File: config.mk
export PLATFORM = sky130hd
export DESIGN_NAME = axi_rd_arbiter
export DESIGN_NICKNAME = d
export VERILOG_FILES = /design/src/rtl/axi_rd_arbiter.sv
export SDC_FILE = /design/constraint.sdc
export NUM_CORES = 1
export LEC_CHECK = 0
export CORE_AREA = 2 2 321 323
export DETAILED_ROUTE_END_ITERATION = 8
export DIE_AREA = 0 0 323 325
export GPL_TIMING_DRIVEN = 1
export PLACE_DENSITY = 0.4
export SETUP_SLACK_MARGIN = 0.3
export SLEW_MARGIN = 20
export SYNTH_ARGS = -nofsm -noshare
export SYNTH_HDL_FRONTEND = slang
export SYNTH_SLANG_ARGS = --single-unit
File: constraint.sdc
create_clock -name clk -period 3.7 [get_ports clk]
set_input_delay 0.74 -clock clk [delete_from_list [all_inputs] [get_ports clk]]
set_output_delay 0.74 -clock clk [all_outputs]
set_load 0.005 [all_outputs]
File: src/rtl/axi_rd_arbiter.sv
// Round-robin arbiter merging N_REQ AXI read-address channels onto one master
// port, with a global cap on outstanding bursts and ID-based R-channel routing.
module axi_rd_arbiter #(
  parameter int N_REQ     = 4,
  parameter int ID_W      = 2,
  parameter int ADDR_W    = 48,
  parameter int DATA_W    = 256,
  parameter int MAX_OUTST = 8
) (
  input  logic                    clk,
  input  logic                    rstn,
  input  logic [N_REQ*ADDR_W-1:0] s_araddr,
  input  logic [N_REQ*8-1:0]      s_arlen,
  input  logic [N_REQ-1:0]        s_arvalid,
  output logic [N_REQ-1:0]        s_arready,
  output logic [DATA_W-1:0]       s_rdata,
  output logic [1:0]              s_rresp,
  output logic                    s_rlast,
  output logic [N_REQ-1:0]        s_rvalid,
  input  logic [N_REQ-1:0]        s_rready,
  output logic [ID_W-1:0]         m_axi_arid,
  output logic [ADDR_W-1:0]       m_axi_araddr,
  output logic [7:0]              m_axi_arlen,
  output logic [2:0]              m_axi_arsize,
  output logic [1:0]              m_axi_arburst,
  output logic                    m_axi_arvalid,
  input  logic                    m_axi_arready,
  input  logic [ID_W-1:0]         m_axi_rid,
  input  logic [DATA_W-1:0]       m_axi_rdata,
  input  logic [1:0]              m_axi_rresp,
  input  logic                    m_axi_rlast,
  input  logic                    m_axi_rvalid,
  output logic                    m_axi_rready
);

  localparam int CNT_W = $clog2(MAX_OUTST + 1);
  localparam logic [CNT_W-1:0] MAX_CNT = CNT_W'(MAX_OUTST);

  typedef enum logic {ARB, ISSUE} state_t;

  state_t           state, state_nx;
  logic [ID_W-1:0]  rr_ptr;
  logic [ID_W-1:0]  winner;
  logic [ID_W-1:0]  idx;
  logic             found;
  logic [CNT_W-1:0] outst_cnt, cnt_nx;
  logic             s_hs;
  logic             r_done;

  // First requesting port at or after rr_ptr; the index wraps naturally in ID_W bits.
  always_comb begin
    found  = 1'b0;
    winner = '0;
    idx    = '0;
    for (int unsigned k = 0; k < N_REQ; k++) begin
      idx = rr_ptr + ID_W'(k);
      if (!found && s_arvalid[idx]) begin
        found  = 1'b1;
        winner = idx;
      end
    end
  end

  assign s_hs = rstn && (state == ARB) && (outst_cnt < MAX_CNT) && found;

  always_comb begin
    s_arready = '0;
    if (s_hs) s_arready[winner] = 1'b1;
  end

  always_comb begin
    state_nx = state;
    case (state)
      ARB:     if (s_hs) state_nx = ISSUE;
      ISSUE:   if (m_axi_arready) state_nx = ARB;
      default: state_nx = ARB;
    endcase
  end

  // A completing rlast with nothing outstanding is ignored so the count cannot wrap.
  assign r_done = m_axi_rvalid && m_axi_rready && m_axi_rlast && (outst_cnt != '0);

  always_comb begin
    cnt_nx = outst_cnt;
    case ({s_hs, r_done})
      2'b10:   cnt_nx = outst_cnt + 1'b1;
      2'b01:   cnt_nx = outst_cnt - 1'b1;
      default: cnt_nx = outst_cnt;
    endcase
  end

  always_ff @(posedge clk) begin
    if (!rstn) begin
      state        <= ARB;
      rr_ptr       <= '0;
      outst_cnt    <= '0;
      m_axi_araddr <= '0;
      m_axi_arlen  <= '0;
      m_axi_arid   <= '0;
    end else begin
      state     <= state_nx;
      outst_cnt <= cnt_nx;
      if (s_hs) begin
        m_axi_araddr <= s_araddr[ADDR_W*winner +: ADDR_W];
        m_axi_arlen  <= s_arlen[8*winner +: 8];
        m_axi_arid   <= winner;
        rr_ptr       <= winner + 1'b1;
      end
    end
  end

  assign m_axi_arvalid = (state == ISSUE);
  assign m_axi_arsize  = 3'($clog2(DATA_W / 8));
  assign m_axi_arburst = 2'b01;

  always_comb begin
    s_rvalid            = '0;
    s_rvalid[m_axi_rid] = m_axi_rvalid;
  end

  assign m_axi_rready = s_rready[m_axi_rid];
  assign s_rdata      = m_axi_rdata;
  assign s_rresp      = m_axi_rresp;
  assign s_rlast      = m_axi_rlast;

endmodule

==> results.txt <==
The run finished with clean final reports. Maximum fanout along the worst path: 5. The first global-routing pass estimated 55.3 mm of wire. Clock slew at the register clock pins of the worst setup and hold paths: 60 ps. In this run the most critical hold path is launched from m_axi_araddr[25].

The DRC violation total after the first TritonRoute iteration is 226. For the pin with the worst max-slew slack, the measured transition is 767 ps. Yosys mapped a number of flops with a built-in enable equal to 0.

For the number of antenna violations at the first check in global routing, the log shows 11. The tools report the via count of the first global-routing pass as 6211. The share of total power dissipated in combinational logic is 41.9%.

In the final layout, the multi-input gates occupy 2920 sq um. Total power density per cell area: 331 nW/um^2. The setup check on the worst reg-to-reg path leaves a slack of 1160 ps. In this run the remaining antenna-violating nets after routing total 0. Leaving out fill and tap cells, the most frequent cell in the layout is clkdlybuf4s50_1. For the net count of the finished layout, the log shows 1333. TritonCTS built the clock tree.

Global routing used 8.06% of the available tracks across all layers. The run gives 2560 ps as the data arrival at the endpoint of the critical path. Setup repair after global routing left no endpoint under its margin. The worst register-to-register path begins at outst_cnt[3]. The initial standard-cell utilization of the core came out at 6.35%. The register area share after synthesis is 20.2%. For this run, asynchronously set or reset flops after synthesis account for 0%. In this run the vertical extent of the chip is 325 um. IR analysis of the VDD net gives a maximum drop of 0.158 mV. In this run, synthesis produced a sequential element count of 65. The post-route non-filler standard cell count was 2205; the count of vias placed by the detailed router was 5731. The critical path endpoint category was an output port. The final count of negative-setup-slack endpoints was 0. On the final layout, the worst hold slack is 471 ps. The pin count of the biggest net entering global routing is 112, and the post-synthesis average cell area is 8.12 sq um.

Leaving out fill and tap cells, the most frequent cells in the layout are clkdlybuf4s50_1, nand2_1, dfxtp_1, nor3b_1, mux2i_1. The worst hold path passes through 2 cells. The core region is 101000 sq um. Sort of element at the start of the critical path: a primary input. Internal power comes to 2.01 mW.

Summed over all layers, the global routing overflow is 0. At the end of routability-driven placement, the weighted congestion stood at 0.778. In this run the count of I/O pins placed on the die edge is 829. The tools report the endpoint with the worst hold slack as m_axi_araddr[25]. For the placed wire-length estimate after detailed placement, the log shows 36.7 mm. Max-cap violations in this run came to 0. The die covers 105000 sq um. In this run the number of H-tree levels came out at 3. Cells with a size suffix above 1 make up 6.96% of the layout. The portion of total power attributed to sequential cells is 28.1%. The tools report the number of cells after detailed placement as 2183. Endpoint of the worst-slack reg-to-reg timing path: outst_cnt[3]. Total negative slack: 0 ps. Tracing the worst setup path back leads to its startpoint at s_arvalid[0]. Dividing the final minimum period by the clock period gives 89.2%. The clock network burns 30.0% of the power. The run gives 117 as the number of core rows. The final-report max-slew violation count came out at 0. The die is 323 um wide.

Wire length after detailed routing: 43.6 mm. For the worst setup path, the data required time is 2960 ps. Dividing the detail-routed via count by the number of cells gives 2.60. The cell count after synthesis came out at 792.

The number of clock buffers added by TritonCTS is 9. During placement, the flow inserted port buffers numbering 307. After detailed routing, the number of remaining DRC violations is 0. The count of cell types in the netlist is 45, and the reported leakage power is 3.09 nW. The longest clock path from root to sink contains 2 buffers.

For this run, the leading register cell type out of synthesis is dfxtp_1. The clock arrives with 25.1 ps of skew. The tools report the clock insertion delay at the later pin of the skew report as 410 ps.

The cell at the root of the clock tree is clkbuf_16. In this run switching power makes up 36.5% of total power. The number of hold buffers added after CTS was 0. The final critical path time including I/O delays and setup works out to 3300 ps. The sequential cells in the finished layout cover a total of 1300 sq um. Headroom to the max-slew limit came out at 48.9%.

The number of endpoints with negative hold slack in the final report is 0, and the cell area after synthesis is 6430 sq um. The critical path is of the in2out type. The count of fill cells added during filler insertion came out at 11900.

The worst reg-to-reg path cell count is 10. Relative to the synthesized area, the layout overhead comes to 48.8%. Summed over all nets, the switching power comes to 1.16 mW.

The number of warning messages in the yosys log is 0, and the count of clock tree sinks is 65. The first TritonRoute pass finished after 4 iterations. The tools report the highest clock rate as 303 MHz. Post-detailed-route wirelength per cell: 19.8 um. The class of the most critical hold timing path was reg2reg.
-- cell families (layout without fill, tap and decap cells) --
kind of cell	Yosys count	in the layout	synth area share, %
buf+inv	319	357	35.2
flops	65	65	20.2
simple gates	153	153	13.9
mux	57	57	9.06
compound gates	185	185	19.4
xor+xnor	3	3	0.409
other cells	2	9	0.117
fa+ha+maj	8	8	1.67
-- layer usage --
metal	global-route usage (%)	share of wire, %	vias to the layer above
met2	13.2	47	544
li1	-	-	2529
met1	6.98	31	2561
met3	6.57	18	91
met5	0	0.089	-
met4	4.04	4.3	6
-- registers in the layout, indices dropped and copies added (netlist names) --
signal,cells
m_axi_araddr,48
m_axi_arid,2
m_axi_arlen,8
m_axi_arvalid,1
outst_cnt,4
rr_ptr,2
-- stage by stage --
stage,power [mW],util [%],setup WS [ps],instance area (sq um)
3_3_place_gp,2.24,9.14,94.7,9260
6_report,3.17,9.45,400,9570
3_5_place_dp,2.25,9.14,86.3,9260
5_1_grt,3.38,9.44,327,9560
4_1_cts,3.29,9.44,413,9560
2_1_floorplan,1.70,-,890,6440
-- worst max path at each step --
stage	end	slack [ps]	cells past startpoint
3_3_place_gp	outst_cnt[3]	90	10
6_report	s_arready[1]	400	9
5_1_grt	s_arready[3]	330	8
4_1_cts	s_arready[0]	410	9
2_1_floorplan	outst_cnt[3]	890	9
3_5_place_dp	outst_cnt[3]	90	10
-- power by group through the flow --
stage | Combinational [mW] | Clock, mW | Sequential, mW
2_1_floorplan | 0.797 | 0 | 0.906
3_3_place_gp | 1.34 | 0 | 0.901
3_5_place_dp | 1.35 | 0 | 0.904
4_1_cts | 1.36 | 1.04 | 0.891
5_1_grt | 1.44 | 1.03 | 0.908
6_report | 1.33 | 0.951 | 0.890
-- synth_stat cells (2+ instances only) --
master	n	share of area (%)
nand2_1	66	3.9
buf_4	272	32
buf_6	2	0.35
conb_1	2	0.12
buf_2	27	2.1
clkbuf_1	12	0.70
o21ai_1	22	1.7
o211ai_1	55	6.4
o21a_1	55	6.4
o21ai_0	39	3.0
a21oi_1	3	0.23
nor3b_1	57	6.7
and2_1	5	0.49
xnor2_1	2	0.27
ha_1	7	1.4
a21boi_0	4	0.47
nor2_1	4	0.23
inv_1	6	0.35
nand2b_1	2	0.19
and3_1	6	0.58
mux2i_1	56	8.7
dfxtp_1	65	20
-- critical path: stages --
cell	delay (ps)
dlygate4sd2_1	260
buf_4	160
nor2b_2	170
nor3_4	250
nor2_4	70
inv_1	100
ha_1	140
and3_1	150
clkdlybuf4s50_1	500
-- layout make-up --
class | instances | share of cell area, %
Multi-Input combinational cell | 411 | 30.5
Timing Repair Buffer | 335 | 34.8
Inverter | 6 | 0.235
Antenna cell | 4 | 0.105
Clock buffer | 9 | 2.35
Clock inverter | 7 | 0.562
Tap cell | 1368 | 17.9
Sequential cell | 65 | 13.6
-- timing repair --
item / in CTS / in global routing
buffers inserted: 2 / 0
resized for setup: 6 / 0
setup endpoints to repair: 4 / 0
No activity file was read; power rests on OpenSTA's default activity.
